**config.mk**
```make
export PLATFORM = sky130hd
export DESIGN_NAME = etapa_ex_flat
export DESIGN_NICKNAME = d
export VERILOG_FILES = /design/src/rtl/etapa_ex_if.sv /design/src/rtl/etapa_ex.sv /design/src/flat_wrapper.sv
export SDC_FILE = /design/constraint.sdc
export NUM_CORES = 1
export LEC_CHECK = 0
export CAP_MARGIN = 20
export CORE_UTILIZATION = 35
export CTS_BUF_LIST = sky130_fd_sc_hd__clkbuf_8
export CTS_CLUSTER_SIZE = 14
export DETAILED_ROUTE_END_ITERATION = 16
export PLACE_DENSITY = 0.65
export SKIP_LAST_GASP = 1
export SLEW_MARGIN = 40
export SYNTH_ARGS = -nofsm -noshare
export SYNTH_HDL_FRONTEND = slang
export SYNTH_SLANG_ARGS = --single-unit
```
**constraint.sdc**
```tcl
create_clock -name clk_ex -period 3.4 [get_ports clk_ex]
set_input_delay 0.51 -clock clk_ex [delete_from_list [all_inputs] [get_ports clk_ex]]
set_output_delay 0.51 -clock clk_ex [all_outputs]
set_load 0.01 [all_outputs]
```
**src/rtl/etapa_ex_if.sv**
```systemverilog
// etapa_ex_if -- ID/EX -> EX -> EX/MEM stage bus.
// Groups the operand/function handshake coming from the ID/EX buffer, the
// downstream stall, and the registered EX/MEM results with their flags.
//   valid_in, op_a, op_b, alu_func : operands/function from ID/EX
//   stall_in                       : MEM cannot accept, EX holds its outputs
//   busy                           : upstream must hold its request while high
//   result_out, zero_out, ovf_out,
//   ill_op, valid_out              : registered EX/MEM result and flags
// master = upstream/downstream environment, slave = the EX stage.
interface etapa_ex_if #(
  parameter int DATA_W = 32
) ();
  logic              valid_in;
  logic [DATA_W-1:0] op_a;
  logic [DATA_W-1:0] op_b;
  logic [3:0]        alu_func;
  logic              stall_in;
  logic              busy;
  logic [DATA_W-1:0] result_out;
  logic              zero_out;
  logic              ovf_out;
  logic              ill_op;
  logic              valid_out;

  modport master (
    output valid_in, op_a, op_b, alu_func, stall_in,
    input  busy, result_out, zero_out, ovf_out, ill_op, valid_out
  );

  modport slave (
    input  valid_in, op_a, op_b, alu_func, stall_in,
    output busy, result_out, zero_out, ovf_out, ill_op, valid_out
  );
endinterface

```
**src/rtl/etapa_ex.sv**
```systemverilog
// etapa_ex -- pipeline execute stage.
// Single-cycle ALU (AND/OR/ADD/XOR/SUB/SLT/SLL/SRL/SRA/NOR) registered into
// the EX/MEM outputs, plus an iterative shift-add multiplier (MUL) that keeps
// the stage busy for MUL_ITER+1 cycles.
// Ports:
//   clk_ex   : clock, rising edge
//   reset_ex : asynchronous active-high reset
//   bus      : etapa_ex_if slave (operands in, stall in, busy/results out)
module etapa_ex #(
  parameter int DATA_W   = 32,
  parameter int MUL_ITER = 32
) (
  input  logic       clk_ex,
  input  logic       reset_ex,
  etapa_ex_if.slave  bus
);

  localparam int CNT_W = $clog2(MUL_ITER + 1);
  localparam logic [CNT_W-1:0] CNT_LOAD = CNT_W'(MUL_ITER);

  localparam logic [1:0] ST_IDLE = 2'd0;
  localparam logic [1:0] ST_MUL  = 2'd1;
  localparam logic [1:0] ST_DONE = 2'd2;

  localparam logic [3:0] F_AND = 4'b0000;
  localparam logic [3:0] F_OR  = 4'b0001;
  localparam logic [3:0] F_ADD = 4'b0010;
  localparam logic [3:0] F_XOR = 4'b0011;
  localparam logic [3:0] F_SUB = 4'b0110;
  localparam logic [3:0] F_SLT = 4'b0111;
  localparam logic [3:0] F_SLL = 4'b1000;
  localparam logic [3:0] F_SRL = 4'b1001;
  localparam logic [3:0] F_SRA = 4'b1010;
  localparam logic [3:0] F_MUL = 4'b1011;
  localparam logic [3:0] F_NOR = 4'b1100;

  // Signed overflow: both addend signs agree and the sum sign differs.
  // For SUB the caller passes the inverted sign of op_b.
  function automatic logic ovf_chk(input logic sa, input logic sb, input logic sr);
    return (sa == sb) && (sr != sa);
  endfunction

  logic [1:0]        state_q, state_d;
  logic [CNT_W-1:0]  cnt_q, cnt_d;
  logic [DATA_W-1:0] acc_q, acc_d;
  logic [DATA_W-1:0] mcand_q, mcand_d;
  logic [DATA_W-1:0] mplr_q, mplr_d;
  logic [DATA_W-1:0] result_q, result_d;
  logic              zero_q, zero_d;
  logic              ovf_q, ovf_d;
  logic              ill_q, ill_d;
  logic              valid_q, valid_d;

  logic              busy;
  logic              accept;
  logic [DATA_W-1:0] alu_res;
  logic              alu_ovf;
  logic              alu_ill;
  logic [DATA_W-1:0] sum;
  logic [DATA_W-1:0] diff;
  logic signed [DATA_W-1:0] sa;
  logic signed [DATA_W-1:0] sb;
  logic signed [DATA_W-1:0] sra_res;
  logic [4:0]        shamt;

  assign busy   = bus.stall_in | (state_q != ST_IDLE);
  assign accept = bus.valid_in & ~busy;

  // Single-cycle ALU (combinational, registered below)
  always_comb begin
    sa      = signed'(bus.op_a);
    sb      = signed'(bus.op_b);
    shamt   = bus.op_b[4:0];
    sum     = bus.op_a + bus.op_b;
    diff    = bus.op_a - bus.op_b;
    sra_res = sa >>> shamt;
    alu_res = '0;
    alu_ovf = 1'b0;
    alu_ill = 1'b0;
    case (bus.alu_func)
      F_AND: alu_res = bus.op_a & bus.op_b;
      F_OR:  alu_res = bus.op_a | bus.op_b;
      F_ADD: begin
        alu_res = sum;
        alu_ovf = ovf_chk(bus.op_a[DATA_W-1], bus.op_b[DATA_W-1], sum[DATA_W-1]);
      end
      F_XOR: alu_res = bus.op_a ^ bus.op_b;
      F_SUB: begin
        alu_res = diff;
        alu_ovf = ovf_chk(bus.op_a[DATA_W-1], ~bus.op_b[DATA_W-1], diff[DATA_W-1]);
      end
      F_SLT: alu_res = {{(DATA_W-1){1'b0}}, (sa < sb)};
      F_SLL: alu_res = bus.op_a << shamt;
      F_SRL: alu_res = bus.op_a >> shamt;
      F_SRA: alu_res = unsigned'(sra_res);
      F_MUL: alu_res = '0;  // handled by the iterative multiplier
      F_NOR: alu_res = ~(bus.op_a | bus.op_b);
      default: alu_ill = 1'b1;
    endcase
  end

  // Control / next-state
  always_comb begin
    state_d  = state_q;
    cnt_d    = cnt_q;
    acc_d    = acc_q;
    mcand_d  = mcand_q;
    mplr_d   = mplr_q;
    result_d = result_q;
    zero_d   = zero_q;
    ovf_d    = ovf_q;
    ill_d    = ill_q;
    valid_d  = valid_q;

    // Outputs are frozen while MEM stalls; otherwise an idle cycle drops valid.
    if (!bus.stall_in) valid_d = 1'b0;

    case (state_q)
      ST_IDLE: begin
        if (accept) begin
          if (bus.alu_func == F_MUL) begin
            state_d = ST_MUL;
            mcand_d = bus.op_a;
            mplr_d  = bus.op_b;
            acc_d   = '0;
            cnt_d   = CNT_LOAD;
          end else begin
            result_d = alu_res;
            zero_d   = (alu_res == '0);
            ovf_d    = alu_ovf;
            ill_d    = alu_ill;
            valid_d  = 1'b1;
          end
        end
      end
      ST_MUL: begin
        // Iterations run regardless of stall; only the final write-back waits.
        if (cnt_q != '0) begin
          acc_d   = acc_q + (mplr_q[0] ? mcand_q : '0);
          mcand_d = mcand_q << 1;
          mplr_d  = mplr_q >> 1;
          cnt_d   = cnt_q - CNT_W'(1);
        end else if (!bus.stall_in) begin
          result_d = acc_q;
          zero_d   = (acc_q == '0);
          ovf_d    = 1'b0;
          ill_d    = 1'b0;
          valid_d  = 1'b1;
          state_d  = ST_IDLE;
        end else begin
          state_d = ST_DONE;
        end
      end
      ST_DONE: begin
        if (!bus.stall_in) begin
          result_d = acc_q;
          zero_d   = (acc_q == '0);
          ovf_d    = 1'b0;
          ill_d    = 1'b0;
          valid_d  = 1'b1;
          state_d  = ST_IDLE;
        end
      end
      default: state_d = ST_IDLE;
    endcase
  end

  // State and output registers
  always_ff @(posedge clk_ex or posedge reset_ex) begin
    if (reset_ex) begin
      state_q  <= ST_IDLE;
      cnt_q    <= '0;
      acc_q    <= '0;
      result_q <= '0;
      zero_q   <= 1'b0;
      ovf_q    <= 1'b0;
      ill_q    <= 1'b0;
      valid_q  <= 1'b0;
    end else begin
      state_q  <= state_d;
      cnt_q    <= cnt_d;
      acc_q    <= acc_d;
      result_q <= result_d;
      zero_q   <= zero_d;
      ovf_q    <= ovf_d;
      ill_q    <= ill_d;
      valid_q  <= valid_d;
    end
  end

  // Multiplier operand shift registers (always reloaded on accept)
  always_ff @(posedge clk_ex) begin
    mcand_q <= mcand_d;
    mplr_q  <= mplr_d;
  end

  assign bus.busy       = busy;
  assign bus.result_out = result_q;
  assign bus.zero_out   = zero_q;
  assign bus.ovf_out    = ovf_q;
  assign bus.ill_op     = ill_q;
  assign bus.valid_out  = valid_q;

endmodule

```
**src/flat_wrapper.sv**
```systemverilog
// flat-port wrapper written by rule: the top's interface ports become plain ports
module etapa_ex_flat 
#(
  parameter int DATA_W   = 32,
  parameter int MUL_ITER = 32
)
  (clk_ex, reset_ex, bus_valid_in, bus_op_a, bus_op_b, bus_alu_func, bus_stall_in, bus_busy, bus_result_out, bus_zero_out, bus_ovf_out, bus_ill_op, bus_valid_out);
  etapa_ex_if #(.DATA_W(DATA_W)) bus_i ();
  input  logic clk_ex;
  input  logic reset_ex;
  input wire logic [$bits(bus_i.valid_in)-1:0] bus_valid_in;
  input wire logic [$bits(bus_i.op_a)-1:0] bus_op_a;
  input wire logic [$bits(bus_i.op_b)-1:0] bus_op_b;
  input wire logic [$bits(bus_i.alu_func)-1:0] bus_alu_func;
  input wire logic [$bits(bus_i.stall_in)-1:0] bus_stall_in;
  output wire logic [$bits(bus_i.busy)-1:0] bus_busy;
  output wire logic [$bits(bus_i.result_out)-1:0] bus_result_out;
  output wire logic [$bits(bus_i.zero_out)-1:0] bus_zero_out;
  output wire logic [$bits(bus_i.ovf_out)-1:0] bus_ovf_out;
  output wire logic [$bits(bus_i.ill_op)-1:0] bus_ill_op;
  output wire logic [$bits(bus_i.valid_out)-1:0] bus_valid_out;
  assign bus_i.valid_in = bus_valid_in;
  assign bus_i.op_a = bus_op_a;
  assign bus_i.op_b = bus_op_b;
  assign bus_i.alu_func = bus_alu_func;
  assign bus_i.stall_in = bus_stall_in;
  assign bus_busy = bus_i.busy;
  assign bus_result_out = bus_i.result_out;
  assign bus_zero_out = bus_i.zero_out;
  assign bus_ovf_out = bus_i.ovf_out;
  assign bus_ill_op = bus_i.ill_op;
  assign bus_valid_out = bus_i.valid_out;
  etapa_ex #(.DATA_W(DATA_W), .MUL_ITER(MUL_ITER)) u_core (.clk_ex(clk_ex), .reset_ex(reset_ex), .bus(bus_i));
endmodule
```
### Word level (Yosys, flattened, before mapping)

Index checks and enable logic that the tools add are counted.

| word-level totals | value |
|---|---|
| output and inout port bits | 37 |
| word-level logic and storage cells | 114 |
| input port bits | 72 |
| bits in registers | 140 |

| operators by class | value |
|---|---|
| magnitude comparators | 1 |
| add/subtract/negate cells | 4 |
| reduce and logical (&&, ||, !) cells | 14 |
| bitwise logic cells | 8 |
| equality and inequality tests | 22 |
| mux-type cells | 52 |
| shift-type cells | 3 |

Operators with widths:

| kind | number |
|---|---|
| 2-to-1 mux 32 bit | 14 |
| case mux 32 bit (10 select lines) | 1 |
| case mux 32 bit (2 select lines) | 3 |
| case mux 32 bit (3 select lines) | 1 |
| adder 32 bit | 2 |
| zero test 32 bit | 2 |
| AND 32 bit | 1 |
| < comparator 32 bit | 1 |
| inverter 32 bit | 1 |
| OR 32 bit | 1 |
| left shift 32 x 5 -> 32 bit | 1 |
| >> shifter 32 x 5 -> 32 bit | 1 |
| >>> shifter 32 x 5 -> 32 bit | 1 |
| subtractor 32 bit | 1 |
| XOR 32 bit | 1 |
| equality test 4 bit (second input constant) | 5 |
| 2-to-1 mux 1 bit | 18 |
| 2-to-1 mux 6 bit | 3 |
| case mux 1 bit (3 select lines) | 4 |
| case mux 6 bit (2 select lines) | 1 |
| AND reduction 4 bit | 3 |
| 2-to-1 mux 2 bit | 5 |
| OR reduction 10 bit | 1 |
| equality test 4 x 2 -> 1 bit (second input constant) | 2 |
| other kinds (20) | 30 |

### Logic depth before layout (Yosys ltp)

| depth | value |
|---|---|
| depth in word-level cells | 7 |
| gate-level depth with buffers | 18 |
| gate-level depth less buffers | 16 |

### Worst setup path before layout

OpenSTA, ideal clock, no wires.

| timing | value |
|---|---|
| kind | input-to-reg |
| start | input port bus_op_b[1] |
| end | register u_core.zero_q (netlist: u_core.bus.zero_out) |
| buffers on the path | 3 |
| stages on the path | 16 |
| slack | -1.505 ns |
| required time | 3.308 ns |
| library setup time | 0.092 ns |
| arrival time | 4.813 ns |
| cell sequence | inv_1 -> clkbuf_1 -> buf_1 -> buf_1 -> ha_1 -> a211oi_1 -> o211ai_1 -> a2111oi_1 -> nor2_1 -> a221o_1 -> a211o_1 -> a2111o_1 -> nor4_1 -> and4_1 -> nand4b_1 -> o31ai_2 |

| on the way | value |
|---|---|
| longest elaborated chain between the ends | 7 |
| elaborated cells on any way between the ends | 15 |
| those cells by class | add/sub: 2; order compare: 1; shift: 3; mux: 4; bitwise: 4; reduce/logical: 1 |

Ends and longest elaborated chain:

| what | RTL line | RTL |
|---|---|---|
| start, declared | flat_wrapper.sv:13 | `input wire logic [$bits(bus_i.op_b)-1:0] bus_op_b;` |
| branches (longest 2 deep; another with subtractor 32 bit) | n/a |  |
| case mux 32 bit (10 select lines) * | etapa_ex.sv:80 | `case (bus.alu_func)` |
| zero test 32 bit * | etapa_ex.sv:129 | `zero_d = (alu_res == '0);` |
| 2-to-1 mux 1 bit * | etapa_ex.sv:121 | `if (bus.alu_func == F_MUL) begin` |
| 2-to-1 mux 1 bit * | etapa_ex.sv:120 | `if (accept) begin` |
| case mux 1 bit (3 select lines) * | etapa_ex.sv:118 | `case (state_q)` |
| end signal, assigned | etapa_ex.sv:184 | `zero_q <= zero_d;` |
| end, declared | etapa_ex.sv:49 | `logic zero_q, zero_d;` |

Mark *: on every way between the ends. The select of a mux whose other input is x is not followed.
A chain may end at the register's enable or synchronous reset.

### Worst setup path after layout

| timing | value |
|---|---|
| start | input port bus_op_a[25] |
| end | register u_core.zero_q (netlist: u_core.bus.zero_out) |

| on the way | value |
|---|---|
| longest elaborated chain between the ends | 7 |
| elaborated cells on any way between the ends | 15 |
| those cells by class | add/sub: 2; order compare: 1; shift: 3; mux: 4; bitwise: 4; reduce/logical: 1 |

Ends and longest elaborated chain:

| what | RTL line | RTL |
|---|---|---|
| start, declared | flat_wrapper.sv:12 | `input wire logic [$bits(bus_i.op_a)-1:0] bus_op_a;` |
| branches (longest 2 deep; another with subtractor 32 bit) | n/a |  |
| case mux 32 bit (10 select lines) * | etapa_ex.sv:80 |  |
| zero test 32 bit * | etapa_ex.sv:129 |  |
| 2-to-1 mux 1 bit * | etapa_ex.sv:121 |  |
| 2-to-1 mux 1 bit * | etapa_ex.sv:120 |  |
| case mux 1 bit (3 select lines) * | etapa_ex.sv:118 |  |

Marked as above.

==> impl_metrics.yaml <==
outcome:
  outcome: "complete, but fails checks"
  violations: "setup timing"
floorplan:
  die_area_mm2: 0.0516
  start_util_pct: 35.5
  boundaryPins: 109
  die_h_um: 227
  coreArea_mm2: 0.0501
  std_cell_rows: 82
  die_width_um: 227
timing:
  fmax_mhz: 256
  worst_pin_slew_ns: 0.760
  rsz0062_at_grt: "yes"
  final_max_slew_viol_count: 0
  min_period_over_period_pct: 115
  skew_ns: 0.0356
  period_minus_slack_ns: 3.91
  fin_hold_ws_ns: 0.409
  hold_viol: 0
  setup_viol_count_final: 6
  slew_headroom_pct: 49.3
  layout_setup_ws_ns: -0.510
grt:
  grt_pass1_wl_um: 130000
  track_usage_pct: 33.7
  antenna_found_initial: 5
  grt_max_degree: 83
  grt_pass1_vias: 20900
  overflow: 0
synthesis:
  ys_warn_count: 0
  yosys.area.top_type: "edfxtp_1"
  synth_cells: 2201
  syn_area_per_cell_um2: 8.07
  synth_edf_count: 64
  ys_seq_area_share_pct: 21.5
  synth_common_cells: "nand2_1 (280), o21ai_0 (210), nor2_1 (147)"
  synth_nets: 2412
  ys_ff_latch: 140
  yosys-top-cells-area: "edfxtp_1 (11%), dfrtp_1 (11%), ha_1 (9.6%)"
  yosysUniqueCellTypes: 91
  synthArstFlopShare_pct: 54.3
  syn_area_mm2: 0.0178
  synth_top_area_share_pct: 10.8
  synth.most_common_cell: "nand2_1"
  synth_ff_type: "dfrtp_1"
clocking:
  clock_latency_ns: 0.53
  cts.sinks: 140
  cts_tree: "built"
  clk_path_buf_depth: 2
  cts_htree_levels: 4
  cts_made_buffers: 17
  root_buffer: "clkbuf_8"
  clkTransAtPathRegs_ns: 0.09
drt:
  wire_per_inst_um: 24.4
  totalWireLength_um: 88200
  vias: 21700
  initialDrtViolationCount: 2097
  final_antenna_net_count: 0
  viasPerCell: 5.99
  drc_errors: 0
  first_pass_iters: 6
layout:
  seq_area_mm2: 0.00382
  final_layout_size_suffix_gt1_share_pct: 40.8
  nets: 3149
  multi_input_area_mm2: 0.0142
  fillCellCount: 4725
  syn2layout_area_growth_pct: 52.2
  num_antenna_cells: 0
  final_area_mm2: 0.0270
critical_path:
  end_kind: "flip-flop"
  crit_path_start_kind: "input port"
  worst_ep_required_time_ns: 3.83
  worst-path-max-fanout: 11
  worst_ep_arrival_time_ns: 4.34
  worstSetupPathType: "input port to flip-flop"
power:
  switching_share_pct: 45.2
  p_comb_share_pct: 64.7
  p_int_w: 0.00723
  vdd_drop_max_mv: 0.409
  cellLeakagePower_nw: 11.9
  p_sw_w: 0.00598
  p_per_area_mw_per_mm2: 489
  clkPwrFrac_pct: 10.8
  p_seq_share_pct: 24.5
run:
  cap_violations: 0
place:
  io_buffers: 108
  place_congestion: 1.04
  dpl.hpwl_um: 71000
  place_area_mm2: 0.0248
hold_path:
  hold_class: "input port to async pin"
-- flip-flops by register name (all words and copies together) (netlist names), 2 cells and up --
signal / flops
u_core.acc_q: 32
u_core.bus.result_out: 32
u_core.mcand_q: 32
u_core.mplr_q: 32
u_core.cnt_q: 6
u_core.state_q: 2
-- logic make-up (layout without fill, tap and decap cells) --
| logic type | Yosys count | in the layout | synth area share [%] |
|---|---|---|---|
| buffers and inverters | 297 | 1046 | 6.75 |
| AOI/OAI and AO/OA | 722 | 722 | 27.0 |
| adders and majority gates | 139 | 139 | 9.92 |
| xor gates and xnor gates | 45 | 45 | 2.22 |
| and+or+nand+nor | 700 | 700 | 18.7 |
| DFF | 140 | 140 | 21.5 |
| muxes | 158 | 158 | 14.0 |
-- repair_timing --
item	in CTS	in global routing
cloned	1	2
setup endpoints to repair	33	28
endpoints found under the hold margin	0	0
hold buffers	0	0
setup buffers	37	25
gates resized for setup	269	162
pin swaps	73	78
-- routing by layer --
layer  vias to the layer above  track usage, %  share of wire (%)
met5                         -               0                  0
met4                         0            13.3                4.6
met3                       227            5.69                8.2
met2                      1127            54.2                 45
met1                     10600            45.0                 42
li1                       9723               -                  -
-- worst max-delay path, stage by stage --
cell	delay, ns
clkdlybuf4s50_1	0.40
buf_4	0.17
mux4_2	0.49
o32ai_2	0.22
buf_4	0.16
a211oi_1	0.07
o31ai_2	0.39
buf_4	0.19
nand3_1	0.08
a211o_1	0.30
nor4_2	0.29
nand4_1	0.21
nor4_2	0.18
buf_4	0.15
and4_1	0.21
nand4b_1	0.11
o31ai_2	0.21
-- area by class of cell --
type | count | area share (%)
clock buffer | 18 | 0.916
clock inverter | 13 | 0.509
tap | 672 | 3.11
sequential | 140 | 14.1
multi-input combinational | 1764 | 52.7
timing repair buffer | 896 | 26.8
inverter | 119 | 1.81
-- stage by stage --
step                utilization (%)  worst slack [ns]  power, W  instances  setup TNS, ns
finish                         54.0            -0.510    0.0132       3622          -1.24
global route                   54.0            -0.572    0.0140       3622          -2.06
CTS                            52.6            -0.444    0.0128       3598          -1.22
detailed placement             49.5             -1.56    0.0109       3529         -26.81
global placement               49.5             -1.64    0.0107       3529         -25.24
floorplan                         -            -0.583   0.00740       2201          -1.21
-- worst paths after layout --
path                                           from                  endpoint  slack [ns]  cells past startpoint
setup / recovery                       bus_op_a[25]       u_core.bus.zero_out       -0.51                     17
hold / removal                             reset_ex           u_core.acc_q[5]        0.41                      2
setup reg to reg                  u_core.mcand_q[0]          u_core.acc_q[30]       -0.22                     16
hold reg to reg            u_core.bus.result_out[5]  u_core.bus.result_out[5]        0.48                      2
max in group asynchronous                  reset_ex          u_core.acc_q[28]        2.21                      3
min in group clk_ex                     bus_op_b[6]          u_core.mplr_q[6]        0.42                      3
-- power groups by stage --
| stage | clock, W | sequential [W] | combinational [W] |
|---|---|---|---|
| 5_1_grt | 0.00152 | 0.00332 | 0.00917 |
| 2_1_floorplan | 0 | 0.00318 | 0.00421 |
| 6_report | 0.00142 | 0.00324 | 0.00855 |
| 4_1_cts | 0.00146 | 0.00323 | 0.00815 |
| 3_5_place_dp | 0 | 0.00324 | 0.00766 |
| 3_3_place_gp | 0 | 0.00322 | 0.00749 |
-- placed cells by master (no fill, tap or decap), types with 54 or more instances in the layout --
master / count
a21oi_1: 129
o21ai_0: 181
nor2_1: 142
clkdlybuf4s50_1: 58
inv_1: 83
dfrtp_1: 76
edfxtp_1: 64
mux4_2: 59
nand2_1: 274
buf_4: 745
ha_1: 94
mux2i_1: 54
(Power assumes the default switching activity.)
==> RTL change 1 (same flow settings) <==
`DATA_W` is set to 32 in 3 places; all go to 16.
--- a/src/rtl/etapa_ex_if.sv
+++ b/src/rtl/etapa_ex_if.sv
@@ -8,7 +8,7 @@
 //   ill_op, valid_out              : registered EX/MEM result and flags
 // master = upstream/downstream environment, slave = the EX stage.
 interface etapa_ex_if #(
-  parameter int DATA_W = 32
+  parameter int DATA_W = 16
 ) ();
   logic              valid_in;
   logic [DATA_W-1:0] op_a;
--- a/src/rtl/etapa_ex.sv
+++ b/src/rtl/etapa_ex.sv
@@ -7,7 +7,7 @@
 //   reset_ex : asynchronous active-high reset
 //   bus      : etapa_ex_if slave (operands in, stall in, busy/results out)
 module etapa_ex #(
-  parameter int DATA_W   = 32,
+  parameter int DATA_W   = 16,
   parameter int MUL_ITER = 32
 ) (
   input  logic       clk_ex,
--- a/src/flat_wrapper.sv
+++ b/src/flat_wrapper.sv
@@ -1,7 +1,7 @@
 // flat-port wrapper written by rule: the top's interface ports become plain ports
 module etapa_ex_flat 
 #(
-  parameter int DATA_W   = 32,
+  parameter int DATA_W   = 16,
   parameter int MUL_ITER = 32
 )
   (clk_ex, reset_ex, bus_valid_in, bus_op_a, bus_op_b, bus_alu_func, bus_stall_in, bus_busy, bus_result_out, bus_zero_out, bus_ovf_out, bus_ill_op, bus_valid_out);
Interface: changed (resized bus_op_a, bus_op_b and bus_result_out); port bits go from 109 to 61. No check against the original RTL was run, so the function may have changed too.
==> RTL change 1 against the unedited design <==
Wire length down 64%; global-route usage down 7.4 points; clock skew down 0.017 ns; total power down 56%; final area down 60%; non-clock buffer count down 665; sequential cell count down 64; worst setup slack better by 0.63 ns; count of clock-buffer cells in the layout down 9; area after synthesis down 52%; critical endpoint is now u_core.bus.result_out[13].
==> RTL change 1: results (changes against the unedited design) <==
Clock tree
  • H-tree levels: 3 (-1)
  • Clk_lat worst skew: 0.38 ns (-0.15 ns)
  • Total CTS buffers: 9 (-8)

Synth
  • Synth Area in XOR/XNOR: 1.95% (-0.27 points)
  • Ys flop type: dfrtp_1
  • Netlist cell types: 92 (+1.1%)
  • Post-synth top cells: nand2_1 (114), nor2_1 (80), ha_1 (71)
  • Mux cell area share after synthesis: 10.6% (-3.4 points)
  • Cells after Synth: 1039 (-53%)
  • EDFF count, synth: 32 (-50%)
  • Post-synthesis async set-or-reset flop share: 57.9% (+3.6 points)
  • Compound-Gate Fraction of Synth Area: 24.9% (-2.0 points)
  • Synth area leaders: dfrtp_1 (13%), edfxtp_1 (11%), ha_1 (10%)
  • Net Count, Synth: 1153 (-52%)
  • Adder-cell area share of the yosys netlist: 11.1% (+1.2 points)

Worst setup path
  • CP top delay family: simple AND/OR/NAND/NOR gates
  • Worst R2R Path Depth: 12 (-4)
  • CP Max Fanout: 5 (-6)
  • R2r setup slk: 0.36 ns (+0.58 ns)
  • Worst Setup SP: bus_op_b[3]
  • Worst reg2reg endpoint: u_core.acc_q[14]
  • Slowest CP cell: clkdlybuf4s50_1

Global route
  • Pin count of the biggest net entering global routing: 67 (-19%)
  • Number of global-route vias before repair: 8415 (-60%)
  • Total GRT Usage: 26.4% (-7.4 points)
  • Routing usage on met3: 3.07% (-2.6 points)
  • Initial antenna violation count: 0 (-5)
  • Global-route wire length before repair: 49400 um (-62%)
  • M1 GR Usage: 36.7% (-8.3 points)
  • Met2 Use GR: 42.4% (-12 points)

Layout
  • Non-clock inverters: 64 (-46%)
  • ClkCell Share: 1.87% (+0.44 points)
  • FF+latch count: 76 (-46%)
  • Non-clk bufs: 231 (-74%)
  • Non-clock buffer share: 18.1% (-8.8 points)
  • Fraction of area in multi-input gates: 55.2% (+2.5 points)
  • Fraction of area in registers: 19.0% (+4.9 points)
  • Comb_multi_in: 838 (-52%)

Route
  • DR iter-0 viols: 1025 (-51%)
  • Drt first pass iters: 5 (-1)
  • Wire per inst: 20.7 um (-15%)
  • Via count: 8908 (-59%)

Pwr
  • Logic pwr share: 57.0% (-7.7 points)
  • Clock group: 744 uW (-48%)
  • Clock share of power: 12.7% (+1.9 points)
  • LEAKAGE: 4.72 nW (-60%)
  • Switching Fraction: 44.0% (-1.2 points)

Place
  • DP Area: 10600 um2 (-57%)
  • Placed insts: 1528 (-57%)
  • GPL Wtd Cong: 0.998 (-4.2%)
  • Count of input and output buffers: 60 (-44%)
  • Worst slack, placed: -0.269 ns (+1.29 ns)

Hold path
  • Hold Crit Class: input port to async pin

Status
  • Outcome: finished clean

STA
  • Final setup skew: 0.0181 ns (-0.0175 ns)
  • Slew HR: 55.8% (+6.5 points)
  • Final worst path period share: 96.5% (-19 points)

Floorplan
  • # rows: 56 (-32%)
## RTL change 1: worst min-delay path by stage
stage                                           to  slack [ns]  depth (start not counted)
after floorplan                    u_core.acc_q[0]        0.49                          2
after global placement    u_core.bus.result_out[0]        0.46                          2
after detailed placement  u_core.bus.result_out[1]        0.47                          2
after CTS                          u_core.cnt_q[5]        0.46                          2
after global routing               u_core.cnt_q[5]        0.50                          2
final                              u_core.cnt_q[5]        0.45                          2
## RTL change 1: what timing repair did
item / 4_1_cts / 5_1_grt
setup endpoints to repair: 0 / 5
setup buffers: 0 / 0
resized for setup: 0 / 13
## RTL change 1: through the flow
stage	utilization [%]	TNS (ns)
6_report	45.8	0
5_1_grt	45.8	-0.0227
4_1_cts	45.5	0
3_5_place_dp	44.7	-1.61
3_3_place_gp	44.7	-1.46
2_1_floorplan	-	0
## RTL change 1: routing by layer
layer / vias to the layer above / routed length (um)
met1: 4258 / 14200
met2: 381 / 14800
met5: - / 0
li1: 4230 / -
met4: 0 / 834
met3: 39 / 2180
==> RTL change 2 (same settings) <==
Made on the original files. Make the reset (`reset_ex`) synchronous in one clocked block. Comments in the files are not updated.
--- a/src/rtl/etapa_ex.sv
+++ b/src/rtl/etapa_ex.sv
@@ -166,7 +166,7 @@
   end
 
   // State and output registers
-  always_ff @(posedge clk_ex or posedge reset_ex) begin
+  always_ff @(posedge clk_ex) begin
     if (reset_ex) begin
       state_q  <= ST_IDLE;
       cnt_q    <= '0;
Formal check against the unedited RTL: differs if reset_ex is asserted again (counterexample within 4 cycles, from zero or initial values and one cycle with reset_ex high); with reset_ex held inactive, the same outputs for 4 cycles.
==> RTL change 2 against the unedited design <==
The flow still finishes with violations (negative setup slack); sequential cell count unchanged; area after synthesis up 2.2%; critical path depth down 2; worst setup slack worse by 0.21 ns; final area up 6.8%; core utilization up 2.3 points; wire length up 8.8%; critical endpoint is now u_core.bus.zero_out; largest cell class unchanged.
Power is not compared: it rests on default switching activity, and its combinational part moved more than twofold at a synthesized area within 25%.
==> RTL change 2: results (changes against the unedited design) <==
Worst setup path
  • Worst r2r src: u_core.state_q[1]
  • Worst Setup SP: bus_op_a[23]
  • CP Max Fanout: 4 (-7)
  • CP top delay family: simple AND/OR/NAND/NOR gates

Global route
  • Number of global-route vias before repair: 22550 (+7.7%)
  • Pin count of the biggest net entering global routing: 100 (+20%)
  • Total GRT Usage: 35.6% (+1.8 points)
  • Initial antenna violation count: 2 (-3)
  • Global-route wire length before repair: 142000 um (+9.6%)

Clock tree
  • Clk_lat worst skew: 0.48 ns (-0.05 ns)

Layout
  • Post-Layout Cell Count: 3845 (+6.2%)
  • Fin nets: 3362 (+6.8%)
  • Fraction of area in registers: 11.9% (-2.2 points)
  • Fill cell count: 4754 (+0.61%)
  • Antenna cells: 1 (+1)
  • ClkCell Share: 1.57% (+0.15 points)
  • Non-clk bufs: 1011 (+13%)
  • Fraction of area in multi-input gates: 52.6% (-0.12 points)
  • Comb_multi_in: 1853 (+5.0%)
  • FF/Latch Area: 3440 um2 (-9.9%)
  • Non-clock inverters: 128 (+7.6%)

Place
  • Placed insts: 3704 (+5.0%)
  • GPL Wtd Cong: 1.04 (-0.18%)
  • Hpwl dp: 76800 um (+8.1%)

Route
  • Via-per-instance ratio: 5.99 (about the same)
  • Wire per inst: 24.9 um (+2.4%)

Synth
  • Cells after Synth: 2301 (+4.5%)
  • Post-synthesis async set-or-reset flop share: 0% (-54 points)
  • Net Count, Synth: 2512 (+4.1%)
  • Netlist cell types: 106 (+16%)
  • Synth Area in XOR/XNOR: 1.93% (-0.29 points)
  • Adder-cell area share of the yosys netlist: 9.71% (-0.21 points)
  • Synth area leaders: edfxtp_1 (11%), ha_1 (9.4%), dfxtp_1 (8.4%)

Status
  • Failing checks: negative setup slack
  • Outcome: complete, but fails checks

STA
  • Final setup margin: -0.718 ns (-0.208 ns)
  • Final setup fails: 15 (+9)
==> RTL change 2: cell count changes in the layout (fill, tap and decap cells not counted), moves of 34 or more <==
cell,change
nand2_1,-53
o21ai_0,-34
buf_4,+64
a21oi_1,+35
buf_6,+38
dfxtp_1,+76
dfrtp_1,-76
==> RTL change 2: stage by stage <==
step	hold slack, ns	utilization (%)	worst slack (ns)
2_1_floorplan	0.462	-	-0.975
3_5_place_dp	0.449	50.1	-1.68
3_3_place_gp	0.443	50.1	-1.58
6_report	0.457	56.3	-0.718
5_1_grt	0.476	56.3	-0.813
4_1_cts	0.459	55.3	-0.713
==> RTL change 2: metal layers <==
layer | part of all wire [%] | up-vias | global-route usage (%)
li1 | - | 10439 | -
met5 | 0.016 | - | 0
met4 | 4.8 | 2 | 15.6
met2 | 46 | 1068 | 57.9
met3 | 7.3 | 237 | 5.16
met1 | 42 | 11278 | 46.6
